### config.mk
export PLATFORM = sky130hd
export DESIGN_NAME = map_mem_seq
export DESIGN_NICKNAME = d
export VERILOG_FILES = /design/src/rtl/map_mem_seq_pkg.sv /design/src/rtl/mseq_req_det.sv /design/src/rtl/map_mem_seq.sv
export SDC_FILE = /design/constraint.sdc
export NUM_CORES = 1
export LEC_CHECK = 0
export CAP_MARGIN = 10
export CORE_ASPECT_RATIO = 0.6
export CORE_MARGIN = 1
export CORE_UTILIZATION = 50
export CTS_CLUSTER_DIAMETER = 150
export DETAILED_ROUTE_END_ITERATION = 8
export MAX_ROUTING_LAYER = met4
export PLACE_DENSITY = 0.82
export SLEW_MARGIN = 20
export SYNTH_ARGS = -nofsm -noshare
export SYNTH_HDL_FRONTEND = slang
export SYNTH_SLANG_ARGS = --single-unit
### constraint.sdc
create_clock -name clk -period 2.85 [get_ports clk]
set_clock_uncertainty 0.15 [all_clocks]
set_input_delay 0.285 -clock clk [delete_from_list [all_inputs] [get_ports clk]]
set_output_delay 0.285 -clock clk [all_outputs]
set_load 0.03 [all_outputs]
### src/rtl/map_mem_seq_pkg.sv
// Shared types for the mapper memory sequencer: the MemCtrl request bundle,
// the sequencer FSM state and the queued request record.
package map_mem_seq_pkg;

  localparam int MSEQ_ADDR_W = 23;

  localparam logic MSEQ_DIR_RD = 1'b0;
  localparam logic MSEQ_DIR_WR = 1'b1;

  typedef struct packed {
    logic                   ce;
    logic                   oe;
    logic                   we;
    logic [MSEQ_ADDR_W-1:0] addr;
    logic [7:0]             dati;
  } mem_ctrl_t;

  typedef enum logic [1:0] {
    IDLE,
    SETUP,
    ACT,
    HOLD
  } mseq_state_t;

  typedef struct packed {
    logic                   dir;
    logic [MSEQ_ADDR_W-1:0] addr;
    logic [7:0]             dat;
  } mseq_req_t;

endpackage

### src/rtl/mseq_req_det.sv
// Turns level-style MemCtrl strobes into single access requests and keeps a
// one-entry pending slot for requests that arrive while the sequencer is busy.
module mseq_req_det
  import map_mem_seq_pkg::*;
(
  input  logic      clk,
  input  logic      rst_n,
  input  mem_ctrl_t ctrl,
  input  logic      idle,
  output mseq_req_t req,
  output logic      req_vld,
  output logic      pend_vld
);

  logic                   rd_now, wr_now, rd_det, wr_det, det;
  mseq_req_t              det_req;
  logic                   rd_prev_q, rd_prev_d, wr_prev_q, wr_prev_d;
  logic [MSEQ_ADDR_W-1:0] rd_addr_q, rd_addr_d, wr_addr_q, wr_addr_d;
  logic                   pend_vld_q, pend_vld_d;
  mseq_req_t              pend_q, pend_d;

  always_comb begin
    rd_now       = ctrl.ce & ctrl.oe & ~ctrl.we;
    wr_now       = ctrl.ce & ctrl.we;
    rd_det       = rd_now & (~rd_prev_q | (ctrl.addr != rd_addr_q));
    wr_det       = wr_now & (~wr_prev_q | (ctrl.addr != wr_addr_q));
    det          = rd_det | wr_det;
    det_req.dir  = wr_det ? MSEQ_DIR_WR : MSEQ_DIR_RD;
    det_req.addr = ctrl.addr;
    det_req.dat  = ctrl.dati;

    rd_prev_d = rd_now;
    wr_prev_d = wr_now;
    rd_addr_d = rd_det ? ctrl.addr : rd_addr_q;
    wr_addr_d = wr_det ? ctrl.addr : wr_addr_q;

    // The pending entry always wins the idle slot; a fresh request then refills it.
    req_vld = pend_vld_q | det;
    req     = pend_vld_q ? pend_q : det_req;

    pend_vld_d = pend_vld_q;
    pend_d     = pend_q;
    if (idle) begin
      if (pend_vld_q) begin
        pend_vld_d = det;
        pend_d     = det_req;
      end
    end else if (det) begin
      if (!(pend_vld_q && (pend_q.dir == MSEQ_DIR_WR) && !wr_det)) begin
        pend_vld_d = 1'b1;
        pend_d     = det_req;
      end
    end
  end

  assign pend_vld = pend_vld_q;

  always_ff @(posedge clk) begin
    if (!rst_n) begin
      rd_prev_q  <= 1'b0;
      wr_prev_q  <= 1'b0;
      rd_addr_q  <= '0;
      wr_addr_q  <= '0;
      pend_vld_q <= 1'b0;
      pend_q     <= '0;
    end else begin
      rd_prev_q  <= rd_prev_d;
      wr_prev_q  <= wr_prev_d;
      rd_addr_q  <= rd_addr_d;
      wr_addr_q  <= wr_addr_d;
      pend_vld_q <= pend_vld_d;
      pend_q     <= pend_d;
    end
  end

endmodule

### src/rtl/map_mem_seq.sv
// Sequences one mapper MemCtrl channel into timed SRAM/PSRAM strobes
// (SETUP, wait-stated ACT, HOLD) and returns read data on mem_do.
module map_mem_seq
  import map_mem_seq_pkg::*;
#(
  parameter int ADDR_W   = 23,
  parameter int RD_WS    = 3,
  parameter int WR_WS    = 3,
  parameter int HOLD_CYC = 1
) (
  input  logic              clk,
  input  logic              rst_n,
  input  logic              req_ce,
  input  logic              req_oe,
  input  logic              req_we,
  input  logic [ADDR_W-1:0] req_addr,
  input  logic [7:0]        req_dati,
  output logic [7:0]        mem_do,
  output logic              busy,
  output logic [ADDR_W-1:0] mem_addr,
  output logic [7:0]        mem_dq_o,
  output logic              mem_dq_oe,
  input  logic [7:0]        mem_dq_i,
  output logic              mem_ce_n,
  output logic              mem_oe_n,
  output logic              mem_we_n
);

  localparam logic [3:0] RD_LOAD   = 4'(RD_WS - 1);
  localparam logic [3:0] WR_LOAD   = 4'(WR_WS - 1);
  localparam logic [3:0] HOLD_LOAD = 4'((HOLD_CYC > 0) ? (HOLD_CYC - 1) : 0);

  mem_ctrl_t   ctrl;
  mseq_req_t   req;
  logic        req_vld, pend_vld, idle;

  mseq_state_t       state_q, state_d;
  logic [3:0]        cnt_q, cnt_d;
  logic              dir_q, dir_d;
  logic [ADDR_W-1:0] addr_q, addr_d;
  logic [7:0]        dq_o_q, dq_o_d;
  logic [7:0]        do_q, do_d;
  logic              dq_oe_q, dq_oe_d;
  logic              ce_n_q, ce_n_d;
  logic              oe_n_q, oe_n_d;
  logic              we_n_q, we_n_d;

  assign ctrl.ce   = req_ce;
  assign ctrl.oe   = req_oe;
  assign ctrl.we   = req_we;
  assign ctrl.addr = MSEQ_ADDR_W'(req_addr);
  assign ctrl.dati = req_dati;
  assign idle      = (state_q == IDLE);

  mseq_req_det u_req_det (
    .clk      (clk),
    .rst_n    (rst_n),
    .ctrl     (ctrl),
    .idle     (idle),
    .req      (req),
    .req_vld  (req_vld),
    .pend_vld (pend_vld)
  );

  // Strobe values are computed for the state being entered, so every output is a flop.
  always_comb begin
    state_d = state_q;
    cnt_d   = cnt_q;
    dir_d   = dir_q;
    addr_d  = addr_q;
    dq_o_d  = dq_o_q;
    do_d    = do_q;
    ce_n_d  = 1'b1;
    oe_n_d  = 1'b1;
    we_n_d  = 1'b1;
    dq_oe_d = 1'b0;
    case (state_q)
      IDLE: begin
        if (req_vld) begin
          state_d = SETUP;
          dir_d   = req.dir;
          addr_d  = ADDR_W'(req.addr);
          dq_o_d  = req.dat;
          ce_n_d  = 1'b0;
          dq_oe_d = (req.dir == MSEQ_DIR_WR);
        end
      end
      SETUP: begin
        state_d = ACT;
        ce_n_d  = 1'b0;
        oe_n_d  = (dir_q == MSEQ_DIR_WR);
        we_n_d  = (dir_q == MSEQ_DIR_RD);
        dq_oe_d = (dir_q == MSEQ_DIR_WR);
        cnt_d   = (dir_q == MSEQ_DIR_WR) ? WR_LOAD : RD_LOAD;
      end
      ACT: begin
        if (cnt_q != 4'd0) begin
          cnt_d   = cnt_q - 4'd1;
          ce_n_d  = 1'b0;
          oe_n_d  = oe_n_q;
          we_n_d  = we_n_q;
          dq_oe_d = dq_oe_q;
        end else begin
          if (dir_q == MSEQ_DIR_RD) do_d = mem_dq_i;
          if (HOLD_CYC == 0) begin
            state_d = IDLE;
          end else begin
            state_d = HOLD;
            cnt_d   = HOLD_LOAD;
            dq_oe_d = (dir_q == MSEQ_DIR_WR);
          end
        end
      end
      HOLD: begin
        if (cnt_q != 4'd0) cnt_d = cnt_q - 4'd1;
        else               state_d = IDLE;
      end
      default: state_d = IDLE;
    endcase
  end

  always_ff @(posedge clk) begin
    if (!rst_n) begin
      state_q <= IDLE;
      cnt_q   <= 4'd0;
      dir_q   <= MSEQ_DIR_RD;
      addr_q  <= '0;
      dq_o_q  <= 8'h00;
      do_q    <= 8'hFF;
      dq_oe_q <= 1'b0;
      ce_n_q  <= 1'b1;
      oe_n_q  <= 1'b1;
      we_n_q  <= 1'b1;
    end else begin
      state_q <= state_d;
      cnt_q   <= cnt_d;
      dir_q   <= dir_d;
      addr_q  <= addr_d;
      dq_o_q  <= dq_o_d;
      do_q    <= do_d;
      dq_oe_q <= dq_oe_d;
      ce_n_q  <= ce_n_d;
      oe_n_q  <= oe_n_d;
      we_n_q  <= we_n_d;
    end
  end

  assign mem_do    = do_q;
  assign mem_addr  = addr_q;
  assign mem_dq_o  = dq_o_q;
  assign mem_dq_oe = dq_oe_q;
  assign mem_ce_n  = ce_n_q;
  assign mem_oe_n  = oe_n_q;
  assign mem_we_n  = we_n_q;
  assign busy      = (state_q != IDLE) | pend_vld;

endmodule

=== Word level (Yosys, flattened, before mapping) ===
Index checks and enable logic that the tools add are counted.

* Flip-flop bits (word level): 131
* ROM bits: 0
* Bits in latches: 0
* Memories: 0
* Memory bits (writable): 0
* Output and inout bits: 44
* Word-level logic and storage cells: 85

* Order comparisons: 0
* Bitwise gates (word level): 15
* Eq/ne operators: 11
* Shift-type cells: 0
* Reduce and logical (&&, ||, !) cells: 14
* Div/mod/pow operators: 0
* Add/subtract/negate cells: 1
* $mul: 0
* Multiplexer cells: 26

{| class="wikitable"
|+ Operators with widths
! kind !! count
|-
| two-way mux 32 bit || 5
|-
| != test 23 bit || 2
|-
| one-hot mux 4 bit (3 select lines) || 1
|-
| two-way mux 1 bit || 10
|-
| != test 2 bit (second input constant) || 5
|-
| AND reduction 3 bit || 3
|-
| two-way mux 4 bit || 2
|-
| one-hot mux 2 bit (4 select lines) || 1
|-
| two-way mux 2 bit || 3
|-
| one-hot mux 1 bit (3 select lines) || 2
|-
| AND reduction 2 bit || 3
|-
| bitwise AND 1 bit || 5
|-
| inverter 1 bit || 5
|-
| OR 1 bit || 5
|-
| equality test 2 bit (second input constant) || 2
|-
| one-hot mux 1 bit (2 select lines) || 2
|-
| nonzero test 2 bit || 2
|-
| nonzero test 4 bit || 1
|-
| subtractor 4 x 1 -> 4 bit (second input constant) || 1
|-
| nonzero test 3 bit || 1
|-
| equality test 2 x 1 -> 1 bit (second input constant) || 1
|-
| logical AND 1 bit || 2
|-
| logical NOT 2 bit || 1
|-
| != test 2 x 1 -> 1 bit (second input constant) || 1
|-
| logical NOT 1 bit || 1
|}

=== Logic depth before layout (Yosys ltp) ===
Gate-level depths: netlist of the first run.

* Depth in word-level cells: 8
* Depth in mapped cells: 9
* Depth with buffers taken out: 8

=== Cells and area by module ===
Synthesis of the first run repeated with hierarchy kept, for this count alone.

* Cell total of the unflattened synthesis: 655
* Area total of the unflattened synthesis: 5973.2 um^2

{| class="wikitable"
|+ By module, submodules not included
! module !! times used !! cells an instance !! area each (um^2) !! seq. area each (um^2)
|-
| mseq_req_det || 1 || 405 || 3917.5 || 1621.6
|-
| map_mem_seq || 1 || 250 || 2055.7 || 1001.0
|}

=== Worst setup path after synthesis of the first run ===
Ideal clock, no wire load.

* Path type: in2reg
* Start: input port req_addr[1]
* End: register dq_o_q[1] (netlist: mem_dq_o[1])
* Setup slack: 0.673 ns
* Library setup time: 0.119 ns
* Buffers on the path: 2
* Stages: 8
* Required time: 2.581 ns
* Arrival: 1.909 ns
* Cell sequence: clkbuf_1 -> xnor2_1 -> nand4_1 -> nor4_2 -> a21oi_1 -> o31a_1 -> buf_2 -> o221a_2

* Cells in the longest elaborated chain, start to end: 6

{| class="wikitable"
|+ RTL lines
! item !! line !! text
|-
| start: declaration || map_mem_seq.sv:16 || <nowiki>input logic [ADDR_W-1:0] req_addr,</nowiki>
|-
| != test 23 bit, on equally long branches || mseq_req_det.sv:25, mseq_req_det.sv:26 ||
|-
| OR 1 bit, on equally long branches || mseq_req_det.sv:25, mseq_req_det.sv:26 ||
|-
| bitwise AND 1 bit, on equally long branches || mseq_req_det.sv:25, mseq_req_det.sv:26 ||
|-
| OR 1 bit * || mseq_req_det.sv:27 || <nowiki>det = rd_det | wr_det;</nowiki>
|-
| OR 1 bit * || mseq_req_det.sv:38 || <nowiki>req_vld = pend_vld_q | det;</nowiki>
|-
| AND reduction 2 bit (no line) * || - ||
|-
| end signal: assignment || map_mem_seq.sv:139 || <nowiki>dq_o_q <= dq_o_d;</nowiki>
|-
| end: declaration || map_mem_seq.sv:41 || <nowiki>logic [7:0] dq_o_q, dq_o_d;</nowiki>
|}

Every way passes the cells marked *; elsewhere a longest branch is shown, timed or not.
A chain may end at the register's enable or synchronous reset.

=== Final worst setup path of the first run ===
* Start: register state_q[0]
* End: output port busy

* Cells in the longest elaborated chain, start to end: 2

{| class="wikitable"
|+ RTL lines
! item !! line !! text
|-
| start: declaration || map_mem_seq.sv:37 || <nowiki>mseq_state_t state_q, state_d;</nowiki>
|-
| start signal: assignment || map_mem_seq.sv:135 || <nowiki>state_q <= state_d;</nowiki>
|-
| nonzero test 2 bit || map_mem_seq.sv:155 || <nowiki>assign busy = (state_q != IDLE) | pend_vld;</nowiki>
|-
| OR 1 bit || map_mem_seq.sv:155 ||
|-
| end: declaration || map_mem_seq.sv:19 || <nowiki>output logic busy,</nowiki>
|}

No other way between the ends.

==> qor.yml, run 1 <==
status:
  outcome: "finished, final reports clean"
global_route:
  use_met1: 0.3364
  grt.busiest_layer: "met2"
  grt_pass1_vias: 4817
  use_met2: 0.4084
  track_usage: 0.2607
  grt_pass1_wl_um: 24020
  antenna_found_initial: 0
  grtUsageMet3: 0.06077
  overflow: 0
  grt_max_degree: 64
routing:
  drt_pass1_iterations: 5
  drcViolationCount: 0
  vias_per_cell: 5.461
  drt_iter0_markers: 291
  ant_nets: 0
  avgRoutedWirePerCell_um: 16.99
  detail_route.wirelength_um: 15100
  dr_total_vias: 4855
timing:
  slew_headroom: 0.6208
  setup_viol: 0
  worst_pin_slew_ns: 0.5688
  min_period_ns: 2.613
  hold_violations: 0
  max_freq_mhz: 382.7
  min_period_over_period: 0.9169
  rsz0062_at_grt: "no"
  maxSlewViolCount: 0
worst_setup_path:
  startpoint_type: "register"
  endpoint_kind: "output pin"
  cp_data_required_time_ns: 2.41
  worst_ep_arrival_time_ns: 2.18
  crit_path_max_fanout: 19
  crit_type: "register to output pin"
  crit_slowest_cell: "clkdlybuf4s50_1"
  critical_path.max_stage_delay_ns: 0.72
  path_cells: "inv_1 -> ha_2 -> nand2b_1 -> clkdlybuf4s50_1"
finish:
  antenna_cells: 0
  layout-drive-gt1-share: 0.1331
  postLayoutCoreUtil: 0.6669
  nets: 769
  synthToLayoutAreaGrowth_pct: 27.90
floorplan:
  rows: 30
  chipWidth_um: 143.1
  start_util: 0.5214
  dieArea_um2: 12390
  core_um2: 11450
  die_h_um: 86.64
  pin_count: 88
clock_tree:
  cts.sinks: 131
  clk_latency_ns: 0.41
  cts_tree: "built"
  ctsLongestPathBuffers: 2
  cts_root_buf: "clkbuf_16"
  clkTransAtPathRegs_ns: 0.05
  post-cts-setup-buffers: 0
  h-tree-depth: 4
  numCtsBuffers: 17
logic_synthesis:
  synth_seq_cells: 131
  yosysWarnings: 0
  yosysTopAreaCell: "dfxtp_1"
  yosysSeqAreaShare: 0.4393
  synth.avg_cell_area_um2: 9.313
  synthFlopType: "dfxtp_1"
  synth-edff-count: 0
  syn_area_um2: 5969
  yosysMostFrequentCell: "dfxtp_1"
  syn-instance-count: 641
  synth_top_area_share: 0.4393
  synthesis.nets: 692
  ys_top_cells_by_count: "dfxtp_1, nand2_1, mux2i_1"
  ys_top_cells_by_area: "dfxtp_1, mux2i_1, nand2_1"
  ys_types: 37
  postSynth.asyncResetShare: 0
power:
  power_uw: 6915
  p_leak_uw: 0.002907
  pwr-share-comb: 0.350
  powerDensity_nw_per_um2: 905.8
  power.internal_uw: 4558
  sw_frac_of_total: 0.3409
  pwr-share-seq: 0.351
  power.switching_uw: 2357
  pwr-share-clk: 0.299
  irDropWorstVdd_mv: 0.5938
job:
  cap_violations: 0
placement:
  port-buffer-count: 87
  dp_hpwl_um: 10530
  place_congestion: 0.8185
hold_path:
  min_path_type: "input port to register"
## metal layers
metal  up-vias  part of all wire
li1       2333                 -
met2       129              0.46
met5         -                 0
met3        15             0.049
met1      2378              0.48
met4         0            0.0093
## repair_timing
action | 4_1_cts | 5_1_grt
setup endpoints to repair | 0 | 1
hold buffers | 0 | 0
hold endpoints to repair | 0 | 0
gates resized for setup | 0 | 1
## placed cells by master, fill, tap and decap left out, types with 3 or more instances in the layout
cell type	Yosys	final
o31ai_1	3	3
o221a_1	5	5
mux2i_1	110	110
clkdlybuf4s50_1	0	86
nand2_1	120	120
dfxtp_1	131	130
o221a_2	27	27
o21ai_0	8	8
nand3_1	9	9
clkbuf_1	42	5
clkinv_2	0	4
xnor2_1	47	47
buf_4	3	34
buf_12	0	3
clkbuf_16	0	17
inv_1	5	5
nor2_1	59	59
ha_1	7	6
nand4_1	12	12
a21oi_1	8	6
## flip-flops by register name, summed over array words and instances (netlist names), 2 cells and up
register	count
u_req_det.wr_addr_q	23
u_req_det.rd_addr_q	23
mem_dq_o	8
mem_addr	23
u_req_det.pend_q	32
mem_do	8
state_q	2
cnt_q	4
## layout make-up
cell class	instances	area, um^2
Clock inverter	6	80.08
Inverter	6	22.52
Tap cell	160	200.2
Clock buffer	24	471.7
Multi-Input combinational cell	439	3060
Fill cell	847	3814
Sequential cell	131	2624
Timing Repair Buffer	123	1176
## path summary, 6_finish.rpt
kind                          start                  end  slack [ns]  cells after the start
max                      state_q[0]                 busy        0.24                      4
min                           rst_n             mem_we_n        0.15                      2
max reg2reg  u_req_det.wr_addr_q[8]         mem_addr[17]        0.49                      9
min reg2reg     u_req_det.pend_q[6]  u_req_det.pend_q[6]        0.31                      2
## metrics by stage
| step | setup slack (ns) | cells | area (um^2) | TNS, ns | hold slack, ns |
|---|---|---|---|---|---|
| 2_1_floorplan | 0.6727 | 641 | 5969 | 0 | 0.2591 |
| 3_3_place_gp | 0.01452 | 859 | 7081 | 0 | 0.2909 |
| 3_5_place_dp | -0.01946 | 859 | 7081 | -0.03279 | 0.2997 |
| 4_1_cts | 0.002034 | 889 | 7632 | 0 | 0.1371 |
| 5_1_grt | 0.1493 | 889 | 7635 | 0 | 0.1646 |
| 6_report | 0.2368 | 889 | 7635 | 0 | 0.1482 |
## logic make-up after synthesis
| logic type | Yosys count | synth area share |
|---|---|---|
| AND/OR/NAND/NOR | 218 | 0.1532 |
| flip-flops | 131 | 0.4393 |
| multiplexers | 110 | 0.1844 |
| buffers and inverters | 71 | 0.05324 |
| AO/OA/AOI/OAI | 56 | 0.08468 |
| XOR/XNOR | 48 | 0.07042 |
| adder cells (fa/ha/maj) | 7 | 0.01467 |
## power by group through the flow
stage	combinational [uW]	sequential, uW	clock [uW]
2_1_floorplan	1280	2710	0
3_3_place_gp	2300	2430	0
3_5_place_dp	2390	2450	0
4_1_cts	2410	2420	2090
5_1_grt	2590	2460	2180
6_report	2420	2430	2070
## critical path: cells and delay by family, from the launching register on
family | cells | cell delay, ns
buffers and inverters | 2 | 0.83
and+or+nand+nor | 1 | 0.23
DFF | 1 | 0.39
adders and majority gates | 1 | 0.32
(Power assumes the default switching activity.)
==> inputs of run 2 (changes only) <==
CTS_CLUSTER_DIAMETER = not set   (was 150)
==> results of run 2 <==
Same layout as run 1: the final DEF is identical, and so are final timing and power.
